## config.mk

```make
export PLATFORM = sky130hd
export DESIGN_NAME = qcore_reg_dbg_flat
export DESIGN_NICKNAME = d
export VERILOG_FILES = /design/src/rtl/qcore_reg_dbg_if.sv /design/src/rtl/qcore_reg_dbg.sv /design/src/flat_wrapper.sv
export SDC_FILE = /design/constraint.sdc
export NUM_CORES = 1
export LEC_CHECK = 0
export ABC_AREA = 0
export CORE_ASPECT_RATIO = 1.1
export CORE_UTILIZATION = 45
export CTS_BUF_LIST = sky130_fd_sc_hd__clkbuf_8
export DETAILED_ROUTE_END_ITERATION = 6
export PLACE_DENSITY = 0.79
export REMOVE_ABC_BUFFERS = 1
export SYNTH_ARGS = -nofsm -noshare
export SYNTH_HDL_FRONTEND = slang
export SYNTH_SLANG_ARGS = --single-unit
```

## constraint.sdc

```tcl
create_clock -name clk_i -period 1.85 [get_ports clk_i]
set_input_delay 0.185 -clock clk_i [delete_from_list [all_inputs] [get_ports clk_i]]
set_output_delay 0.185 -clock clk_i [all_outputs]
set_load 0.03 [all_outputs]
```

## src/rtl/qcore_reg_dbg_if.sv

```systemverilog
// rtl/qcore_reg_dbg_if.sv - host request/response bus of the register debug bridge
// Purpose: groups the host-side handshake of qcore_reg_dbg.
// Signals (suffixes are relative to the bridge):
//   req_i    host request, held until ack_o
//   op_i     0 = read, 1 = write
//   addr_i   7-bit core register address, [6:5] page
//   len_i    read burst length minus 1
//   wdt_i    write data
//   ack_o    transaction complete, held until req_i falls
//   err_o    rejected or timed out, valid with ack_o
//   rd_dt_o  read data
//   rd_vld_o one-cycle pulse per read word
interface qcore_reg_dbg_if #(
  parameter int LEN_W = 4
);
  logic             req_i;
  logic             op_i;
  logic [6:0]       addr_i;
  logic [LEN_W-1:0] len_i;
  logic [31:0]      wdt_i;
  logic             ack_o;
  logic             err_o;
  logic [31:0]      rd_dt_o;
  logic             rd_vld_o;

  modport master (
    output req_i, op_i, addr_i, len_i, wdt_i,
    input  ack_o, err_o, rd_dt_o, rd_vld_o
  );

  modport slave (
    input  req_i, op_i, addr_i, len_i, wdt_i,
    output ack_o, err_o, rd_dt_o, rd_vld_o
  );
endinterface

```

## src/rtl/qcore_reg_dbg.sv

```systemverilog
// rtl/qcore_reg_dbg.sv - debug access bridge for the qick core register bank
// Purpose: stalls the core, takes the bank write port and read port D0, and
// performs a single write or a burst read on behalf of an external host.
// Ports:
//   clk_i, rst_ni        clock, asynchronous active-low reset
//   host                 host request/response bus (slave side)
//   stall_req_o          ask the core to drain and freeze
//   stall_ack_i          core drained, bank ports free
//   own_o                bridge owns the bank ports (core mux select)
//   bank_we_o, bank_w_addr_o, bank_w_dt_o   bank write port
//   bank_rs_addr_o, bank_rs_dt_i            bank read port D0 (combinational data)
module qcore_reg_dbg #(
  parameter int TOUT_W = 8,
  parameter int LEN_W  = 4
) (
  input  logic                 clk_i,
  input  logic                 rst_ni,
  qcore_reg_dbg_if.slave       host,
  output logic                 stall_req_o,
  input  logic                 stall_ack_i,
  output logic                 own_o,
  output logic                 bank_we_o,
  output logic [6:0]           bank_w_addr_o,
  output logic [31:0]          bank_w_dt_o,
  output logic [6:0]           bank_rs_addr_o,
  input  logic [31:0]          bank_rs_dt_i
);

  typedef enum logic [2:0] {
    S_IDLE,
    S_CHECK,
    S_STALL,
    S_WR,
    S_RD,
    S_DONE
  } state_e;

  state_e             state_q;

  // Captured request
  logic               op_q;
  logic [6:0]         addr_q;
  logic [LEN_W-1:0]   len_q;
  logic [31:0]        wdt_q;

  logic [LEN_W-1:0]   beat_q;
  logic [TOUT_W-1:0]  tout_q;
  logic [TOUT_W-1:0]  tout_d;

  // Registered outputs
  logic               ack_q;
  logic               err_q;
  logic [31:0]        rd_dt_q;
  logic               rd_vld_q;
  logic               stall_q;
  logic               own_q;
  logic               we_q;
  logic [6:0]         w_addr_q;
  logic [31:0]        w_dt_q;
  logic [6:0]         rs_addr_q;

  logic               illegal;

  assign tout_d = tout_q + TOUT_W'(1);

  // Page 11 is reserved. SFR writes are only allowed to the writable
  // registers; indices 0 and 3..11 are read-only status.
  assign illegal = (addr_q[6:5] == 2'b11) ||
                   (op_q && (addr_q[6:5] == 2'b10) &&
                    ((addr_q[5:0] == 6'd0) ||
                     ((addr_q[5:0] >= 6'd3) && (addr_q[5:0] <= 6'd11))));

  always_ff @(posedge clk_i or negedge rst_ni) begin
    if (!rst_ni) begin
      state_q   <= S_IDLE;
      op_q      <= 1'b0;
      addr_q    <= '0;
      len_q     <= '0;
      wdt_q     <= '0;
      beat_q    <= '0;
      tout_q    <= '0;
      ack_q     <= 1'b0;
      err_q     <= 1'b0;
      rd_dt_q   <= '0;
      rd_vld_q  <= 1'b0;
      stall_q   <= 1'b0;
      own_q     <= 1'b0;
      we_q      <= 1'b0;
      w_addr_q  <= '0;
      w_dt_q    <= '0;
      rs_addr_q <= '0;
    end else begin
      rd_vld_q <= 1'b0;
      case (state_q)
        S_IDLE: begin
          if (host.req_i) begin
            op_q    <= host.op_i;
            addr_q  <= host.addr_i;
            len_q   <= host.len_i;
            wdt_q   <= host.wdt_i;
            beat_q  <= '0;
            tout_q  <= '0;
            state_q <= S_CHECK;
          end
        end

        S_CHECK: begin
          if (illegal) begin
            ack_q   <= 1'b1;
            err_q   <= 1'b1;
            state_q <= S_DONE;
          end else begin
            stall_q <= 1'b1;
            state_q <= S_STALL;
          end
        end

        S_STALL: begin
          if (stall_ack_i) begin
            own_q <= 1'b1;
            if (op_q) begin
              we_q     <= 1'b1;
              w_addr_q <= addr_q;
              w_dt_q   <= wdt_q;
              state_q  <= S_WR;
            end else begin
              rs_addr_q <= addr_q;
              state_q   <= S_RD;
            end
          end else if (tout_d == '1) begin
            // Core never drained: give up without ever owning the bank.
            stall_q <= 1'b0;
            ack_q   <= 1'b1;
            err_q   <= 1'b1;
            state_q <= S_DONE;
          end else begin
            tout_q <= tout_d;
          end
        end

        S_WR: begin
          we_q     <= 1'b0;
          w_addr_q <= '0;
          w_dt_q   <= '0;
          ack_q    <= 1'b1;
          state_q  <= S_DONE;
        end

        S_RD: begin
          rd_dt_q  <= bank_rs_dt_i;
          rd_vld_q <= 1'b1;
          if (beat_q == len_q) begin
            // Last word: its rd_vld pulse and ack_o rise together.
            rs_addr_q <= '0;
            ack_q     <= 1'b1;
            state_q   <= S_DONE;
          end else begin
            beat_q <= beat_q + LEN_W'(1);
            // Index walks addr[5:0] modulo 64; bit 6 is held.
            rs_addr_q <= {rs_addr_q[6], rs_addr_q[5:0] + 6'd1};
          end
        end

        S_DONE: begin
          if (!host.req_i) begin
            ack_q   <= 1'b0;
            err_q   <= 1'b0;
            stall_q <= 1'b0;
            own_q   <= 1'b0;
            state_q <= S_IDLE;
          end
        end

        default: state_q <= S_IDLE;
      endcase
    end
  end

  assign host.ack_o    = ack_q;
  assign host.err_o    = err_q;
  assign host.rd_dt_o  = rd_dt_q;
  assign host.rd_vld_o = rd_vld_q;
  assign stall_req_o   = stall_q;
  assign own_o         = own_q;
  assign bank_we_o     = we_q;
  assign bank_w_addr_o = w_addr_q;
  assign bank_w_dt_o   = w_dt_q;
  assign bank_rs_addr_o = rs_addr_q;

endmodule

```

## src/flat_wrapper.sv

```systemverilog
// flat-port wrapper written by rule: the top's interface ports become plain ports
module qcore_reg_dbg_flat 
#(
  parameter int TOUT_W = 8,
  parameter int LEN_W  = 4
)
  (clk_i, rst_ni, stall_req_o, stall_ack_i, own_o, bank_we_o, bank_w_addr_o, bank_w_dt_o, bank_rs_addr_o, bank_rs_dt_i, host_req_i, host_op_i, host_addr_i, host_len_i, host_wdt_i, host_ack_o, host_err_o, host_rd_dt_o, host_rd_vld_o);
  qcore_reg_dbg_if #(.LEN_W(LEN_W)) host_i ();
  input  logic clk_i;
  input  logic rst_ni;
  output logic stall_req_o;
  input  logic stall_ack_i;
  output logic own_o;
  output logic bank_we_o;
  output logic [6:0] bank_w_addr_o;
  output logic [31:0] bank_w_dt_o;
  output logic [6:0] bank_rs_addr_o;
  input  logic [31:0] bank_rs_dt_i;
  input wire logic [$bits(host_i.req_i)-1:0] host_req_i;
  input wire logic [$bits(host_i.op_i)-1:0] host_op_i;
  input wire logic [$bits(host_i.addr_i)-1:0] host_addr_i;
  input wire logic [$bits(host_i.len_i)-1:0] host_len_i;
  input wire logic [$bits(host_i.wdt_i)-1:0] host_wdt_i;
  output wire logic [$bits(host_i.ack_o)-1:0] host_ack_o;
  output wire logic [$bits(host_i.err_o)-1:0] host_err_o;
  output wire logic [$bits(host_i.rd_dt_o)-1:0] host_rd_dt_o;
  output wire logic [$bits(host_i.rd_vld_o)-1:0] host_rd_vld_o;
  assign host_i.req_i = host_req_i;
  assign host_i.op_i = host_op_i;
  assign host_i.addr_i = host_addr_i;
  assign host_i.len_i = host_len_i;
  assign host_i.wdt_i = host_wdt_i;
  assign host_ack_o = host_i.ack_o;
  assign host_err_o = host_i.err_o;
  assign host_rd_dt_o = host_i.rd_dt_o;
  assign host_rd_vld_o = host_i.rd_vld_o;
  qcore_reg_dbg #(.TOUT_W(TOUT_W), .LEN_W(LEN_W)) u_core (.clk_i(clk_i), .rst_ni(rst_ni), .host(host_i), .stall_req_o(stall_req_o), .stall_ack_i(stall_ack_i), .own_o(own_o), .bank_we_o(bank_we_o), .bank_w_addr_o(bank_w_addr_o), .bank_w_dt_o(bank_w_dt_o), .bank_rs_addr_o(bank_rs_addr_o), .bank_rs_dt_i(bank_rs_dt_i));
endmodule
```

==> summary.txt, run 1 <==
Status
  – Outcome: finished, violations left
  – Failing checks: design-rule violations, negative setup slack

Yosys
  – Xor and xnor area share after synthesis: 0.0103
  – Post-Synth Adder-Cell Area: 0.00838
  – Post-Syn Instances: 578
  – Mux share of post-synthesis cell area: 0.0882
  – #FFs+latches synth: 143
  – Simple-gate share of the synthesized area: 0.206
  – Synth Area in Compound Gates: 0.0637
  – Avg Inst Size Synth: 10.3 sq um
  – Seq/Total Area, Yosys: 0.599
  – Largest family of logic cells by synthesized area: simple AND/OR/NAND/NOR gates
  – Post-synth EDFFs: 0
  – Cell variety after synth: 51
  – Yosys Warn Count: 0
  – Synth async-reset ratio: 1.00
  – Post-Syn Area: 0.00597 sq mm
  – Main flop type after synthesis: dfrtp_1

Global routing
  – Pin count of the biggest net entering global routing: 63
  – Vias in the first global route: 5,053
  – Initial antenna violation count: 0
  – First-pass GRT wire length: 24,200 um
  – GR Overflow Total: 0
  – Total global-route track usage: 0.225

Placement
  – Dpl cells: 899
  – DPL Wire Length: 10,200 um
  – Port Buffers: 163
  – Placed inst area: 0.00798 sq mm
  – Routability congestion estimate from global placement: 0.861

Floorplan
  – Initial Utilization: 0.468
  – IO Count: 164
  – Die W: 112 um
  – Num rows: 43
  – Die Height: 123 um
  – Total die area: 0.0137 sq mm
  – Core area: 0.0128 sq mm

Detailed routing
  – Starting DRT DRC Count: 198
  – Antenna Nets Post-Route: 0
  – First drt pass iteration count: 7
  – Routed WL per cell: 15.9 um
  – Drt total wl: 14,900 um
  – DR vias: 4,922
  – DR vias/cell: 5.26
  – DRC violations left: 11

STA
  – Tcrit/Tclk final: 1.03
  – Fmax: 0.525 GHz
  – Min cycle time layout: 1910 ps
  – Slew headroom: 0.598
  – Final Slew Violations: 0
  – Setup WS post-layout: -55.9 ps
  – Final Hold Fails: 0
  – Final setup viols: 7
  – Clk_skew: 9.47 ps
  – Unrepaired setup endpoints after global routing: true
  – Worst-Margin Slew: 603 ps

Worst setup path
  – Crit end category: register
  – Worst path max stage delay: 400 ps
  – Worst-path cell chain: buf_6, nand3_4, or3_4, a211oi_4, a31oi_2, mux2_4
  – Crit-path max FO: 3
  – Worst Setup Start Kind: register
  – Reg2reg setup slack: -60 ps
  – Crit path arrival time: 2230 ps
  – Setup CP Type: register to register
  – Crit-path slowest cell: or3_4
  – Worst EP required: 2170 ps

CTS
  – H-tree Lvls: 4
  – Sink Count: 143
  – CTS Buf Count: 17
  – CTS Buffer Depth: 2
  – CTS tree: built
  – Clock tree root buffer cell: clkbuf_8
  – Clk slew on worst S/H paths: 80 ps
  – Clock latency on the worst-skew pair: 450 ps

Pwr
  – Max IR drop VDD: 807 uV
  – Cell Pwr Density: 1630 mW/mm^2
  – Total Power Consumption: 13.9 mW
  – P_leak: 3.93 nW

Final layout
  – # diodes: 0
  – Final cell count without fillers: 935
  – Design area: 0.00851 sq mm
  – Layout cell share with drive strength beyond 1: 0.167
  – Syn-to-layout area delta: 42.6%
  – Final design utilization: 0.668
  – Fin nets: 849

Hold path
  – Hold Crit Class: input pin to register

Job
  – Max-Cap Viols: 0
where the power goes:
part           switching (mW)  leakage [nW]  internal (mW)
registers               0.843          1.81           4.40
clock network            1.25         0.188           1.21
logic                    3.40          1.93           2.75
worst max-delay path: cells and delay by family (launching register included):
family,cells,cell delay [ps]
AOI/OAI and AO/OA,2,490
DFF,1,390
and+or+nand+nor,2,470
buffers and inverters,1,120
muxes,1,310
cell usage after synthesis, types with 5 or more instances:
cell / n / area (sq um)
nand2_1: 193 / 724
dfrtp_1: 143 / 3580
nand3_1: 44 / 220
a21oi_1: 9 / 45.0
nor2_1: 14 / 52.6
xnor2_1: 6 / 52.6
o21ai_0: 18 / 90.1
mux2_2: 44 / 495
clkbuf_1: 17 / 63.8
nor3_1: 5 / 25.0
and3_1: 8 / 50.1
buf_2: 8 / 40.0
cell usage in the layout (no fill, tap or decap), types with 7 or more instances in the layout:
cell type,count
a21oi_1,9
nand2_1,191
clkdlybuf4s50_1,160
buf_4,26
clkbuf_8,17
mux2_2,44
nand3_1,43
nor2_1,14
dfrtp_1,143
o21ai_0,15
and3_1,7
metrics by stage:
step / setup TNS (ps) / hold slack (ps) / setup WS [ps]
6_report: -134 / 261 / -55.9
5_1_grt: -1480 / 252 / -148
4_1_cts: -53.2 / 247 / -27.8
3_5_place_dp: -132 / 210 / -69.5
3_3_place_gp: -2.94 / 201 / -2.94
2_1_floorplan: -151740 / -111 / -2600
flip-flops by register name, summed over array words and instances (netlist names), 3 cells and up:
| signal | count |
|---|---|
| u_core.host.rd_dt_o | 32 |
| u_core.bank_w_dt_o | 32 |
| u_core.len_q | 4 |
| u_core.state_q | 3 |
| u_core.tout_q | 8 |
| u_core.beat_q | 4 |
| u_core.wdt_q | 32 |
| u_core.addr_q | 7 |
| u_core.bank_w_addr_o | 7 |
| u_core.bank_rs_addr_o | 7 |
cell type report:
| type | count | area, sq um |
|---|---|---|
| clock buffer | 17 | 234 |
| clock inverter | 15 | 165 |
| fill | 988 | 4240 |
| inverter | 5 | 18.8 |
| multi-input combinational | 400 | 2340 |
| sequential | 143 | 3580 |
| tap | 157 | 196 |
| timing repair buffer | 198 | 1980 |
cells by family (layout without fill, tap and decap cells):
group | Yosys count | in the layout
AOI/OAI and AO/OA | 57 | 57
xor gates and xnor gates | 7 | 7
adders and majority gates | 4 | 4
buffers and inverters | 35 | 235
DFF | 143 | 143
muxes | 47 | 47
and+or+nand+nor | 285 | 285
routing by layer:
metal | vias to the layer above | part of all wire | track usage
met5 | - | 0 | 0
met4 | 0 | 0.013 | 0.0701
met3 | 18 | 0.093 | 0.0928
met2 | 160 | 0.50 | 0.375
met1 | 2423 | 0.39 | 0.265
li1 | 2321 | - | -
timing repair:
action | 4_1_cts | 5_1_grt
pin swaps | 3 | 5
resized for setup | 7 | 19
buffers inserted | 2 | 1
hold buffers | 1 | 0
endpoints found under the hold margin | 59 | 0
setup endpoints to repair | 4 | 26
worst paths after layout:
path / from / endpoint / depth (start not counted)
max: u_core.tout_q[0] / u_core.tout_q[1] / 6
min: bank_rs_dt_i[20] / u_core.host.rd_dt_o[20] / 3
max reg2reg: u_core.tout_q[0] / u_core.tout_q[1] / 6
min reg2reg: u_core.wdt_q[13] / u_core.bank_w_dt_o[13] / 2
max in group asynchronous: rst_ni / u_core.tout_q[7] / 3
min in group asynchronous: rst_ni / u_core.wdt_q[23] / 2
Note: power is estimated with default switching activity, not from simulation.
==> run 2, diff against run 1 <==
- GPL_TIMING_DRIVEN: not set -> 0
==> run 2 against run 1 <==
  * The flow still finishes with violations (design-rule violations, negative setup slack)
  * Register-to-register slack better by 20 ps
  * Sequential share of layout area up 0.079 points
  * Non-clock buffer count shrank 9
  * Clock power shrank 4%
  * First-iteration DRC count is 72% higher
  * Global-route usage grew 0.85 points
  * Maximum frequency rose by 1.2%
  * Combinational power is 3.7% higher
  * Sequential power up 2%
  * Highest routed layer unchanged
  * Cell count down 0.64%
  * Final area is 0.16% higher
==> summary.txt, run 2 (synthesis gave the netlist of run 1 again) <==
Status
  – Outcome: finished, violations left
  – Failing checks: design-rule violations, negative setup slack

CTS
  – Clk slew on worst S/H paths: 90 ps
  – CTS tree: built
  – CTS Buf Count: 17
  – H-tree Lvls: 4
  – CTS Buffer Depth: 2
  – Clock tree root buffer cell: clkbuf_8
  – Clock latency on the worst-skew pair: 440 ps
  – Sink Count: 143

Placement
  – Post-Place Worst Slack: -2100 ps
  – Routability congestion estimate from global placement: 0.832
  – Port Buffers: 163
  – DPL Wire Length: 9940 um
  – Placed inst area: 0.00779 sq mm

STA
  – Final Hold Fails: 0
  – Worst hold slack: 215 ps
  – Unrepaired setup endpoints after global routing: true
  – Final setup viols: 1
  – Setup WS post-layout: -32.9 ps
  – Min cycle time layout: 1880 ps
  – Slew headroom: 0.487
  – Clk_skew: 16.3 ps
  – Final Slew Violations: 0
  – Tcrit/Tclk final: 1.02
  – Worst-Margin Slew: 770 ps
  – Fmax: 0.531 GHz

Floorplan
  – IO Count: 164
  – Die Height: 123 um
  – Num rows: 43
  – Core area: 0.0128 sq mm
  – Die W: 112 um
  – Total die area: 0.0137 sq mm
  – Initial Utilization: 0.468

Detailed routing
  – Routed WL per cell: 17.0 um
  – DRC violations left: 11
  – First drt pass iteration count: 6
  – Antenna Nets Post-Route: 0
  – DR vias/cell: 5.34
  – Starting DRT DRC Count: 340
  – DR vias: 4,964
  – Drt total wl: 15,800 um

Final layout
  – Fin nets: 843
  – Commonest non-fill, non-tap cell in the layout: nand2_1
  – Syn-to-layout area delta: 42.9%
  – Final design utilization: 0.669
  – Layout cell share with drive strength beyond 1: 0.183
  – Most frequent cells in the layout: nand2_1, clkdlybuf4s50_1, dfrtp_1
  – Design area: 0.00853 sq mm
  – # diodes: 0

Global routing
  – First-pass GRT wire length: 24,800 um
  – Total global-route track usage: 0.233
  – Pin count of the biggest net entering global routing: 103
  – Initial antenna violation count: 0
  – GR Overflow Total: 0
  – Vias in the first global route: 5,088

Worst setup path
  – Crit end category: register
  – Setup CP Type: register to register
  – Worst Setup Start Kind: register
  – Reg2reg start: u_core.tout_q[0]
  – Crit-path max FO: 6
  – Worst EP required: 2160 ps
  – Crit path arrival time: 2200 ps
  – RR Endpoint: u_core.tout_q[1]
  – Worst-case reg-to-reg path depth: 6
  – Reg2reg setup slack: -30 ps

Hold path
  – Hold Crit Class: input pin to asynchronous set/reset pin

Pwr
  – Cell Pwr Density: 1650 mW/mm^2
  – Total Power Consumption: 14.1 mW
  – P_leak: 3.85 nW
  – Max IR drop VDD: 926 uV

Job
  – Max-Cap Viols: 0
==> run 2: report_power, final <==
| group | switching (mW) | total (mW) | internal, mW |
|---|---|---|---|
| clock | 1.25 | 2.37 | 1.12 |
| combinational | 3.56 | 6.38 | 2.82 |
| sequential | 0.935 | 5.35 | 4.42 |
==> run 2: critical path: stages (launching register included) <==
cell and delay (ps):
dfrtp_2 460, ha_4 200, and3_4 200, xnor2_4 130, a211oi_4 310, a31oi_2 160
mux2_4 320
==> run 2: worst max-delay path by stage <==
stage / from / endpoint / slack (ps) / cells after the start
floorplan: u_core.state_q[1] / u_core.addr_q[0] / -2600 / 4
global placement: rst_ni / u_core.host.rd_dt_o[27] / -4800 / 1
detailed placement: u_core.state_q[2] / u_core.beat_q[3] / -2100 / 5
CTS: u_core.tout_q[1] / u_core.tout_q[1] / 4 / 6
global route: u_core.tout_q[0] / u_core.tout_q[1] / -110 / 6
finish: u_core.tout_q[0] / u_core.tout_q[1] / -30 / 6
==> run 2: timing repair <==
item / in CTS / in global routing
pin swaps: 9 / 14
hold buffers: 1 / 0
gates cloned: 3 / 0
setup endpoints to repair: 141 / 29
buffers inserted: 15 / 3
endpoints found under the hold margin: 41 / 0
resized for setup: 34 / 15
==> run 2: cell type report <==
cell class                 count  area (sq um)
fill                         964          4220
sequential                   143          3590
multi-input combinational    402          2440
timing repair buffer         189          1880
clock buffer                  18           248
tap                          157           196
clock inverter                14           133
inverter                       5          27.5
timing repair inverter         1          7.51
==> run 2: metal layers <==
layer	wire, um	vias to the layer above	GRT usage
met1	6100	2442	0.266
li1	-	2315	-
met5	0	-	0
met2	8040	184	0.408
met4	250	0	0.0777
met3	1410	23	0.0844
==> run 2: through the flow <==
stage               cells  TNS [ps]
floorplan             548   -151740
global route          929      -401
global placement      868  -1005440
finish                929     -32.9
CTS                   926         0
detailed placement    875    -95830
==> run 3, diff against run 2 <==
- SKIP_LAST_GASP: not set -> 1
==> run 3 against run 2 <==
  * The flow still finishes with violations (design-rule violations, negative setup slack)
  * Combinational power shrank 0.6%
  * Register-to-register slack is essentially flat
  * Worst setup slack gained 1.9 ps
  * Sequential power is essentially flat
  * Die area is the same
  * Critical path depth shrank 1
  * Global-route usage shrank 0.077 points
  * Via count shrank 0.28%
==> summary.txt, run 3 (synthesis gave the netlist of run 1 again) <==
Status
  – Outcome: finished, violations left
  – Failing checks: design-rule violations, negative setup slack

Detailed routing
  – DRC violations left: 11
  – DR vias: 4,950
  – Routed WL per cell: 17.0 um
  – DR vias/cell: 5.33
  – Drt total wl: 15,800 um
  – Antenna Nets Post-Route: 0
  – Starting DRT DRC Count: 342
  – First drt pass iteration count: 6

Hold path
  – Hold Crit Class: input pin to asynchronous set/reset pin

STA
  – Worst-Margin Slew: 790 ps
  – Unrepaired setup endpoints after global routing: true
  – Final Slew Violations: 0
  – Fmax: 0.532 GHz
  – Min cycle time layout: 1880 ps
  – Slew headroom: 0.474
  – Clk_skew: 14.3 ps
  – Worst hold slack: 222 ps
  – Setup_tns: -44.5 ps
  – Final Hold Fails: 0
  – Tcrit/Tclk final: 1.02
  – Setup WS post-layout: -31.0 ps
  – Final setup viols: 3

Pwr
  – P_leak: 3.84 nW
  – Max IR drop VDD: 926 uV
  – Cell Pwr Density: 1650 mW/mm^2

CTS
  – H-tree Lvls: 4
  – CTS Buffer Depth: 2
  – Clock tree root buffer cell: clkbuf_8
  – CTS Buf Count: 17
  – Clk slew on worst S/H paths: 90 ps
  – Sink Count: 143
  – CTS tree: built
  – Clock latency on the worst-skew pair: 430 ps

Global routing
  – Total global-route track usage: 0.232
  – First-pass GRT wire length: 24,800 um
  – Vias in the first global route: 5,056
  – Pin count of the biggest net entering global routing: 103
  – Initial antenna violation count: 0
  – GR Overflow Total: 0

Worst setup path
  – Reg2reg setup slack: -30 ps
  – Crit-path max FO: 4
  – Crit path arrival time: 2190 ps
  – Worst Setup Start Kind: register
  – Worst EP required: 2160 ps
  – Setup CP Type: register to register
  – Crit end category: register

Floorplan
  – Die W: 112 um
  – Num rows: 43
  – Initial Utilization: 0.468
  – Die Height: 123 um
  – Core area: 0.0128 sq mm
  – IO Count: 164
  – Total die area: 0.0137 sq mm

Placement
  – Routability congestion estimate from global placement: 0.832
  – DPL Wire Length: 9940 um
  – Port Buffers: 163

Final layout
  – Fillers: 968
  – Most frequent cells in the layout: nand2_1, clkdlybuf4s50_1, dfrtp_1
  – Fin nets: 843
  – Commonest non-fill, non-tap cell in the layout: nand2_1
  – Syn-to-layout area delta: 42.4%
  – Layout cell share with drive strength beyond 1: 0.179
  – # diodes: 0

Job
  – Max-Cap Viols: 0
-- run 3: worst paths after layout --
| path | start | endpoint | cells after the start |
|---|---|---|---|
| worst max-delay path | u_core.tout_q[0] | u_core.stall_req_o | 5 |
| worst min-delay path | rst_ni | u_core.bank_w_dt_o[27] | 2 |
| worst max register to register | u_core.tout_q[0] | u_core.stall_req_o | 5 |
| worst min register to register | u_core.wdt_q[2] | u_core.bank_w_dt_o[2] | 2 |
| max in group asynchronous | rst_ni | u_core.host.rd_dt_o[0] | 3 |
| min in group clk_i | bank_rs_dt_i[17] | u_core.host.rd_dt_o[17] | 3 |
-- run 3: per-stage QoR --
step / worst slack [ps] / util / total power, mW / instance area [sq um] / std cells
after floorplan: -2600 / - / 8.72 / 5840 / 548
after global placement: -4800 / 0.602 / 10.6 / 7670 / 868
after detailed placement: -2100 / 0.611 / 11.3 / 7790 / 875
after CTS: -19.0 / 0.661 / 14.0 / 8420 / 926
after global routing: -82.5 / 0.667 / 14.8 / 8500 / 929
final: -31.0 / 0.667 / 14.1 / 8500 / 929
-- run 3: final cells by class --
class                   instances  area (sq um)  share of cell area
multi-input cells             402          2420               0.285
inverters                       5          27.5             0.00324
clock inverters                14           133              0.0156
repair inverters                1          7.51            0.000883
repair buffers                189          1880               0.221
clock buffers                  18           248              0.0291
well taps                     157           196              0.0231
flip-flops and latches        143          3590               0.422
-- run 3: worst max-delay path, stage by stage (launching register included) --
cell and delay [ps]:
dfrtp_2 430, nand3_2 100, or3_4 400, a211oi_4 350, nand2_2 130, a311o_1 370
-- run 3: timing repair --
item | 4_1_cts | 5_1_grt
buffers inserted | 15 | 3
hold endpoints to repair | 41 | 0
hold buffers | 1 | 0
pin swaps | 9 | 1
gates cloned | 3 | 0
endpoints found under the setup margin | 141 | 27
gates resized for setup | 33 | 12
-- run 3: routing by layer --
layer / up-vias / track usage / wire length, um
met1: 2448 / 0.267 / 6260
met2: 176 / 0.403 / 8020
li1: 2309 / - / -
met3: 17 / 0.0844 / 1310
met4: 0 / 0.0777 / 212
met5: - / 0 / 0
-- run 3: power breakdown --
group | internal [mW] | switching (mW)
sequential | 4.41 | 0.954
clock | 1.12 | 1.25
combinational | 2.80 | 3.53
total | 8.34 | 5.73
==> patch, RTL diff (flow settings as in run 2) <==
The 6 states of `state_e` get a Gray code encoding in 3 bits.
--- a/src/rtl/qcore_reg_dbg.sv
+++ b/src/rtl/qcore_reg_dbg.sv
@@ -28,10 +28,10 @@
 
   typedef enum logic [2:0] {
-    S_IDLE,
-    S_CHECK,
-    S_STALL,
-    S_WR,
-    S_RD,
-    S_DONE
+    S_IDLE  = 3'b000,
+    S_CHECK = 3'b001,
+    S_STALL = 3'b011,
+    S_WR    = 3'b010,
+    S_RD    = 3'b110,
+    S_DONE  = 3'b111
   } state_e;
 
Function: no difference found for any inputs over 10 cycles, from zero or initial values and one cycle with rst_ni low; not proved beyond that.
==> patch against run 2 <==
- the flow finishes with violations (negative setup slack)
- worst setup slack better by 0.015 ns
- global-route usage is 0.28 points higher
- synthesized cell count rose by 3.8%
- sequential cell count stayed put
- power rose by 5.2%
- final cell count up 3.4%
- maximum frequency is 0.80% higher
- wire length is 1.5% lower
- count of clock-buffer cells in the layout up 2
- synthesized area decreased by 1.6%
- utilization rose by 0.32 points
- sequential power fell by 1%
- design area down 0.37%
- critical endpoint unchanged
- largest cell class unchanged
==> patch: results (changes against run 2) <==
Worst-path clk slew=0.08 ns; Seq/Total Area, Yosys=60.9% (+0.98 points); port bufs=163 (unchanged); Crit-path slowest cell=dfrtp_1; Initial DRT Pass Iterations=5 (-1); total CTS buffers=17 (unchanged); clock root buffer=clkbuf_8; grt total ovfl=0 (unchanged); DP HPWL=9.91 mm (-0.30%); Slew Viols, Final=0 (unchanged); latest clock arrival within the worst-skew pair=0.45 ns; # setup viols final=2 (+1); Total Routing Usage GR=23.6% (+0.28 points); VDD IR-drop max=1.03 mV (+11%); placed cell count=899 (+2.7%); Hold Crit Class=primary input to flop; Final WS setup=-0.0179 ns (+0.0150 ns); top layer reached by signal wires=met4; Lkg Pwr=4.09 nW (+6.3%); first-pass GRT wire length=25.1 mm (+0.83%); CP top delay family=compound AO/OA/AOI/OAI gates; Clock Skew=0.00904 ns (-0.00723 ns); DR WL met2=7.45 mm (-7.3%); Finished Layout Cells=961 (+3.4%); #FFs+latches synth=143 (unchanged); Worst Max-Slew Pin Slew=0.636 ns (-0.134 ns); syn_area_per_cell=9.79 um2 (-5.2%); WL/cell=16.2 um (-4.8%); Post-synth top flop=dfrtp_1; Routability Congestion=0.772 (-7.2%); largest net degree at the start of global routing=77 (-25%); layout net count=876 (+3.9%); CP Max Fanout=8 (+2); DRT met1 WL=6.45 mm (+5.6%); H-tree depth=4 (unchanged); ys async rst share=100% (unchanged); Ant. Diodes=0 (unchanged); initial antenna violation count=0 (unchanged); drt initial violations=316 (-7.1%); failing checks=negative setup slack; share of cells above drive strength 1=11.7% (-6.6 points); synth unique cells=47 (-7.8%); met3 WL post-DR=1.33 mm (-5.5%); max incr delay on CP=0.43 ns (-0.03 ns); synth cell count leaders=nand2_1, dfrtp_1, a22o_1; Synth warnings=0 (unchanged); ranking of synthesized cells by area=dfrtp_1, nand2_1, a22o_1, o21ai_0, clkbuf_1; outcome=finished, violations left; Worst EP arrival=2.24 ns (+0.04 ns); Longest Clk Path Bufs=2 (unchanged); vias=5105 (+2.8%)
==> patch: cell types whose count changed after synthesis, sizes merged, moves of 7 or more <==
cell and change:
mux2 -45, clkbuf +10, nand2 +55, buf -7
a22o +38, nand3 -35
==> patch: final cells by class <==
class	count	area [um2]
multi-input combinational	413	2180
clock inverter	11	165
timing repair inverter	1	5.00
timing repair buffer	205	2040
inverter	11	48.8
tap	157	196
sequential	143	3590
fill	949	4150
clock buffer	20	275
==> patch: final timing paths <==
check | start | endpoint | slack, ns | cells past startpoint
worst max-delay path | u_core.tout_q[0] | u_core.tout_q[1] | -0.02 | 6
worst min-delay path | host_wdt_i[19] | u_core.wdt_q[19] | 0.26 | 3
worst max register to register | u_core.tout_q[0] | u_core.tout_q[1] | -0.02 | 6
worst min register to register | u_core.host.rd_dt_o[13] | u_core.host.rd_dt_o[13] | 0.48 | 2
max in group asynchronous | rst_ni | u_core.state_q[1] | 0.72 | 3
min in group asynchronous | rst_ni | u_core.host.rd_dt_o[29] | 0.32 | 2
==> patch: where the power goes <==
part / leakage, nW / switching (W) / internal [W] / total [W]
Sequential: 1.84 / 0.000877 / 0.00441 / 0.00528
Clock: 0.223 / 0.00117 / 0.00156 / 0.00273
Combinational: 2.03 / 0.00399 / 0.00284 / 0.00682
Total: 4.09 / 0.00604 / 0.00881 / 0.0148
==> patch: timing repair <==
| item | in CTS | in global routing |
|---|---|---|
| endpoints found under the setup margin | 109 | 26 |
| resized for setup | 15 | 12 |
| gates cloned | 1 | 0 |
| hold endpoints to repair | 67 | 0 |
| pin swaps | 7 | 5 |
| hold buffers | 1 | 0 |
| setup buffers | 18 | 11 |
==> patch: stage by stage <==
step,setup TNS (ns),cell area [um2],total power (W),setup slack (ns),hold slack [ns]
2_1_floorplan,-199.56,5720,0.00881,-3.27,-0.111
3_3_place_gp,-1126.84,7540,0.0111,-6.48,0.458
3_5_place_dp,-59.13,7730,0.0115,-1.54,0.231
4_1_cts,0,8380,0.0146,0.00573,0.230
5_1_grt,-0.258,8500,0.0157,-0.0617,0.252
6_report,-0.0304,8500,0.0148,-0.0179,0.256
==> patch: logic make-up after synthesis <==
family	after synthesis	synth area share, %
flip-flops	143	60.9
buffers and inverters	44	3.37
multiplexers	2	0.341
AND/OR/NAND/NOR	298	20.4
AO/OA/AOI/OAI	101	12.9
adder cells (fa/ha/maj)	4	0.852
XOR/XNOR	8	1.19
==> patch: per-layer routing <==
| layer | track usage [%] | up-vias |
|---|---|---|
| met3 | 9.65 | 35 |
| met1 | 28.7 | 2485 |
| met4 | 9.33 | 0 |
| met5 | 0 | - |
| met2 | 37.6 | 215 |
| li1 | - | 2370 |
